==> src/rtl/shr_pattern_ctrl.sv <==
// Serialises a captured parallel pattern into an external shift-register chain.
// Generates shr_clk, shr_data and shr_load, and can queue one further trigger.
module shr_pattern_ctrl #(
  parameter int WIDTH     = 491,
  parameter int DIV       = 4,
  parameter int MSB_FIRST = 1,
  localparam int CW       = $clog2(WIDTH + 1)
) (
  input  logic             clk,
  input  logic             aclr,
  input  logic [WIDTH-1:0] pattern_in,
  input  logic             udr,
  input  logic             start,
  output logic             shr_clk,
  output logic             shr_data,
  output logic             shr_load,
  output logic             busy,
  output logic             done,
  output logic [CW-1:0]    bit_cnt,
  output logic [2:0]       dbg_state
);

  localparam int HW = (DIV > 1) ? $clog2(DIV) : 1;

  typedef enum logic [2:0] {
    S_IDLE     = 3'd0,
    S_CAPTURE  = 3'd1,
    S_SHIFT_LO = 3'd2,
    S_SHIFT_HI = 3'd3,
    S_LOAD     = 3'd4,
    S_DONE     = 3'd5
  } state_t;

  state_t           state_q, state_d;
  logic [WIDTH-1:0] shadow_q, shadow_d;
  logic [CW-1:0]    cnt_q, cnt_d;
  logic [HW-1:0]    hp_q, hp_d;
  logic             pend_q, pend_d;
  logic             udr_meta_q, udr_sync_q, udr_prev_q, udr_rise_q;
  logic             trig;
  logic             head_bit;

  // udr comes from the tck domain: two flops, then a registered rising-edge detect.
  assign trig     = udr_rise_q | start;
  assign head_bit = (MSB_FIRST != 0) ? shadow_q[WIDTH-1] : shadow_q[0];

  always_comb begin
    state_d  = state_q;
    shadow_d = shadow_q;
    cnt_d    = cnt_q;
    pend_d   = pend_q | (trig && (state_q != S_IDLE));
    case (state_q)
      S_IDLE: begin
        if (trig) state_d = S_CAPTURE;
      end
      S_CAPTURE: begin
        shadow_d = pattern_in;
        cnt_d    = CW'(WIDTH);
        state_d  = S_SHIFT_LO;
      end
      S_SHIFT_LO: begin
        if (hp_q == '0) state_d = S_SHIFT_HI;
      end
      S_SHIFT_HI: begin
        if (hp_q == '0) begin
          shadow_d = (MSB_FIRST != 0) ? (shadow_q << 1) : (shadow_q >> 1);
          cnt_d    = cnt_q - 1'b1;
          state_d  = (cnt_q == CW'(1)) ? S_LOAD : S_SHIFT_LO;
        end
      end
      S_LOAD: begin
        if (hp_q == '0) state_d = S_DONE;
      end
      S_DONE: begin
        pend_d  = 1'b0;
        state_d = (pend_q || trig) ? S_CAPTURE : S_IDLE;
      end
      default: state_d = S_IDLE;
    endcase
    // Shared half-period counter restarts on every state entry, so phase follows the trigger.
    if (state_d != state_q) hp_d = HW'(DIV - 1);
    else if (hp_q == '0)    hp_d = '0;
    else                    hp_d = hp_q - 1'b1;
  end

  always_ff @(posedge clk) begin
    if (aclr) begin
      state_q    <= S_IDLE;
      shadow_q   <= '0;
      cnt_q      <= '0;
      hp_q       <= '0;
      pend_q     <= 1'b0;
      udr_meta_q <= 1'b0;
      udr_sync_q <= 1'b0;
      udr_prev_q <= 1'b0;
      udr_rise_q <= 1'b0;
    end else begin
      state_q    <= state_d;
      shadow_q   <= shadow_d;
      cnt_q      <= cnt_d;
      hp_q       <= hp_d;
      pend_q     <= pend_d;
      udr_meta_q <= udr;
      udr_sync_q <= udr_meta_q;
      udr_prev_q <= udr_sync_q;
      udr_rise_q <= udr_sync_q & ~udr_prev_q;
    end
  end

  assign shr_clk   = (state_q == S_SHIFT_HI);
  assign shr_data  = ((state_q == S_SHIFT_LO) || (state_q == S_SHIFT_HI)) & head_bit;
  assign shr_load  = (state_q == S_LOAD);
  assign busy      = (state_q != S_IDLE);
  assign done      = (state_q == S_DONE);
  assign bit_cnt   = cnt_q;
  assign dbg_state = state_q;

endmodule
==> config.mk <==
export PLATFORM = sky130hd
export DESIGN_NAME = shr_pattern_ctrl
export DESIGN_NICKNAME = d
export VERILOG_FILES = /design/src/rtl/shr_pattern_ctrl.sv
export SDC_FILE = /design/constraint.sdc
export NUM_CORES = 1
export LEC_CHECK = 0
export CORE_UTILIZATION = 50
export DETAILED_ROUTE_END_ITERATION = 12
export PLACE_DENSITY = 0.84
export SLEW_MARGIN = 30
export SYNTH_ARGS = -nofsm -noshare
export SYNTH_HDL_FRONTEND = slang
export SYNTH_SLANG_ARGS = --single-unit
==> constraint.sdc <==
create_clock -name clk -period 2.33 [get_ports clk]
set_clock_uncertainty 0.2 [all_clocks]
set_input_delay 0.699 -clock clk [delete_from_list [all_inputs] [get_ports clk]]
set_output_delay 0.699 -clock clk [all_outputs]
set_load 0.01 [all_outputs]
* Word level (Yosys, flattened, before mapping)
Index checks and enable logic that the tools add are counted.
Cells by class: add/sub/neg operators 2, eq/ne operators 8, muxes and demuxes 13, bitwise gates (word level) 5, reductions and logical operators 9
Operators by type and width (number):
- $pmux 491 s2 | 1
- $mux 491 | 1
- $pmux 3 s6 | 1
- $pmux 9 s2 | 1
- $mux 3 | 5
- $eq 9x1->1 const B | 1
- $mux 9 | 1
- $sub 9x1->9 const B | 1
- $eq 3x2->1 const B | 2
- $eq 3x3->1 const B | 2
- $mux 2 | 2
- $eq 3x1->1 const B | 1
- $logic_not 3->1 | 1
- $ne 3x3->1 | 1
- $reduce_bool 3->1 | 1
- $and 1x1->1 | 2
- $logic_not 2->1 | 1
- $logic_or 1x1->1 | 2
- $ne 2x1->1 const B | 1
- $or 1x1->1 | 2
- $reduce_and 2->1 | 1
- $reduce_bool 2->1 | 1
- $reduce_or 2->1 | 1
- $sub 2x1->2 const B | 1
- other kinds (3) | 3
Word-level totals: register bits 510, bits of input ports 495, output and inout bits 17, word-level logic and storage cells 46

* Longest topological paths before layout
depth in word-level cells 6, depth in mapped cells 8, mapped depth without buffers 6

* Worst setup path before layout
No wires, ideal clock.
path type reg2out, from reg state_q[1] (netlist: dbg_state[1]), to out shr_data, data arrival time 1.343 ns, required time 1.431 ns, path slack 0.088 ns, cell stages (with the launch flop) 5, path buffers 2, path through dfxtp_1 -> buf_1 -> inv_2 -> clkbuf_1 -> nor3b_1
Between the ends: cells in the longest elaborated chain, start to end 3
RTL lines:
- from (decl) | RTL line 34 | state_t state_q, state_d;
- from (signal assigned) | RTL line 98 | state_q <= state_d;
- $eq 3x2->1 | RTL line 111 | assign shr_data = ((state_q == S_SHIFT_LO) || (state_q == S_SHIFT_HI)) & head_bit;
- $logic_or 1x1->1 (*) | RTL line 111
- $and 1x1->1 (*) | RTL line 111
- to (decl) | RTL line 15 | output logic shr_data,
Mark *: on every way between the ends. The rest lies on a longest branch, timed or not.

* Worst setup path after layout
from reg state_q[2] (netlist: dbg_state[2]), to out shr_clk
Between the ends: cells in the longest elaborated chain, start to end 1
RTL lines:
- $eq 3x2->1 | RTL line 110 | assign shr_clk = (state_q == S_SHIFT_HI);
- to (decl) | RTL line 14 | output logic shr_clk,
No other way between the ends.

==> results.cfg <==
[sta]
hold_violations = 0
setup_slack_ps = -141
period_minus_slack_ps = 2470
relSlewSlack_pct = 52.2
finalHoldWorstSlack_ps = 186
min_period_over_period_pct = 106
maxClockFrequency_mhz = 405
drv_slew = 0
tightest_slew_ps = 716
tns_ps = -336
setup_viol = 4
rsz0062_at_grt = true

[global_route]
antenna_found_initial = 11
grt_pass1_vias = 21000
grt_use_total_pct = 29.1
grt_pass1_wl_um = 105000
grt_max_degree = 94
grt-ovfl-total = 0

[final_layout]
seq_area_sq_mm = 0.0102
fin_nets = 3689
instances_no_fill = 3783
fin_area_sq_mm = 0.0300
multi_input_area_sq_mm = 0.0103
num-fill-cells = 3075
fin_util_pct = 71.0
layout-drive-gt1-share_pct = 7.45
area_growth_pct = 39.2

[logic_synthesis]
ys.flop_type = dfxtp_1
synth_nets = 3277
avgSynthCellArea_sq_um = 7.75
seq_area_frac_synth_pct = 47.4
synth_xor_area_share_pct = 0.285
synth_adder_area_share_pct = 0.116
synth.distinct_cells = 40
netlist_area_sq_mm = 0.0215
synth_top_area_share_pct = 47.4
synthCells = 2780
synth_warnings = 0
synth.area.top_cells = dfxtp_1, a311oi_1, nand2_1
synth_compound_area_share_pct = 21.8
synth_mux_area_share_pct = 0
synthArstFlopShare_pct = 0
synthSimpleGateAreaFrac_pct = 25.0
synth_top_family_by_area = simple AND/OR/NAND/NOR gates
synth_edf_count = 0
yosysTopAreaCell = dfxtp_1
synth_seq_cells = 510

[floorplanning]
die_w_um = 210
rows = 75
die_y_um = 210
ios = 512
coreArea_sq_mm = 0.0422
die_area_sq_mm = 0.0439
start_util_pct = 51.0

[place]
place_ws_ps = -17.4
hpwl_um = 44400
post_dp_cell_area_sq_mm = 0.0273
port_buffers = 511
dp_cells = 3640
place_congestion = 0.882

[min_path]
hold_path_class = reg -> reg
hold_start = udr_prev_q

[routing]
drtIter0Drc = 2526
drc = 0
drt-total-wl_um = 70900
vias_per_cell = 6.04
vias = 22900
dr.pass1.iters = 7
drtAntennaViolNets = 0
routedWlPerCell_um = 18.7

[clock_network]
cts_buffers = 52
root_buffer = clkbuf_16
cts_tree = done
ctsLongestPathBuffers = 3
clkTransAtPathRegs_ps = 60
clock_latency_ps = 590
cts.sinks = 510
ctsHoldBuffers = 0
h-tree-depth = 2

[worst_setup_path]
arrival_ps = 1570
critPathLaunchType = flip-flop
critPathMaxFanout = 6
critPathKind = reg -> out
reg2reg_from = dbg_state[2]
required_ps = 1430
critPathCaptureType = primary output
cp-startpoint = dbg_state[2]

[status]
outcome = finished, violations left
violations = setup timing

[power_and_ir_drop]
vdd_drop_max_uv = 462
power_density_mw_per_mm2 = 786
p_leak_nw = 11.1
p_total_mw = 23.6

[flow_run]
drv_cap = 0
## flip-flops by register name, summed over array words and instances, names as in the netlist
signal	cells
bit_cnt	9
dbg_state	3
hp_q	2
pend_q	1
shadow_q	491
udr_meta_q	1
udr_prev_q	1
udr_rise_q	1
udr_sync_q	1
## final cells by class
| class | instances | area share [%] |
|---|---|---|
| diodes | 11 | 0.0918 |
| flip-flops and latches | 510 | 34.1 |
| well taps | 539 | 2.25 |
| repair buffers | 634 | 23.2 |
| clock buffers | 76 | 5.11 |
| multi-input cells | 1988 | 34.3 |
| inverters | 6 | 0.100 |
| clock inverters | 19 | 0.872 |
## metal layers
metal  GRT usage [%]  share of wire, %  up-vias  routed length (um)
met2            48.6                48     1161               33800
met5               0                 0        -                   0
met1            35.9                39    10900               27800
li1                -                 -    10600                   -
met4            16.4               5.3        0                3760
met3            4.35               7.7      223                5490
## synth_stat cells, types with 3 or more instances
| cell | count |
|---|---|
| nor4_1 | 3 |
| nor3_1 | 8 |
| a21oi_1 | 64 |
| xor2_1 | 4 |
| or3_1 | 3 |
| dfxtp_1 | 510 |
| buf_2 | 72 |
| o221ai_1 | 52 |
| a311oi_1 | 438 |
| buf_1 | 23 |
| nand3b_1 | 3 |
| nor2b_1 | 5 |
| clkbuf_1 | 181 |
| nand2_1 | 934 |
| nor2_1 | 446 |
| inv_1 | 4 |
| xnor2_1 | 3 |
## final timing paths
| kind | to | slack, ps | depth (start not counted) |
|---|---|---|---|
| setup / recovery | shr_clk | -140 | 4 |
| hold / removal | udr_rise_q | 190 | 1 |
| setup reg to reg | shadow_q[7] | 0 | 8 |
| hold reg to reg | udr_rise_q | 190 | 1 |
## worst max-delay path, cell delays in order (launching register included)
cell and delay (ps):
dfxtp_4 360, buf_6 120, nand3b_1 280, inv_8 110, buf_6 110
## logic make-up after synthesis
kind of cell    Yosys count
compound gates          567
simple gates           1412
buf+inv                 282
fa+ha+maj                 2
xor+xnor                  7
flops                   510
## what timing repair did
item	CTS	global route
pin swaps	3	6
setup endpoints to repair	22	273
gates cloned	2	15
resized for setup	52	43
setup buffers	2	18
## where the power goes
group          leakage [nW]  switching (mW)  internal [mW]
clock network         0.882            3.52           5.22
registers              4.19           0.593           9.73
logic                  6.02            2.29           2.20
## placed cells by master (no fill, tap or decap), types with 2 or more instances in the layout
| cell type | netlist | final |
|---|---|---|
| nand2_1 | 934 | 934 |
| dfxtp_1 | 510 | 507 |
| clkdlybuf4s50_1 | 0 | 493 |
| nor2_1 | 446 | 444 |
| a311oi_1 | 438 | 426 |
| clkbuf_16 | 0 | 67 |
| a21oi_1 | 64 | 64 |
| buf_4 | 0 | 60 |
| o221ai_1 | 52 | 52 |
| buf_12 | 0 | 22 |
| buf_16 | 0 | 17 |
| a311oi_2 | 0 | 12 |
| clkbuf_8 | 0 | 12 |
| diode_2 | 0 | 11 |
| clkbuf_1 | 181 | 11 |
| dlygate4sd2_1 | 0 | 11 |
| buf_6 | 0 | 10 |
| nor3_1 | 8 | 8 |
| clkinv_2 | 0 | 8 |
| bufinv_16 | 0 | 6 |
| nor2b_1 | 5 | 5 |
| xor2_1 | 4 | 4 |
| nor4_1 | 3 | 3 |
| nand3b_1 | 3 | 3 |
| xnor2_1 | 3 | 3 |
| inv_1 | 4 | 3 |
| inv_6 | 0 | 3 |
| dfxtp_4 | 0 | 3 |
| o21ai_0 | 2 | 2 |
| a22oi_1 | 2 | 2 |
| or3_1 | 3 | 2 |
| o21a_1 | 2 | 2 |
| inv_2 | 1 | 2 |
| ha_1 | 2 | 2 |
| clkinvlp_4 | 0 | 2 |
| buf_8 | 0 | 2 |
| buf_2 | 72 | 2 |
No activity file was read; power rests on OpenSTA's default activity.
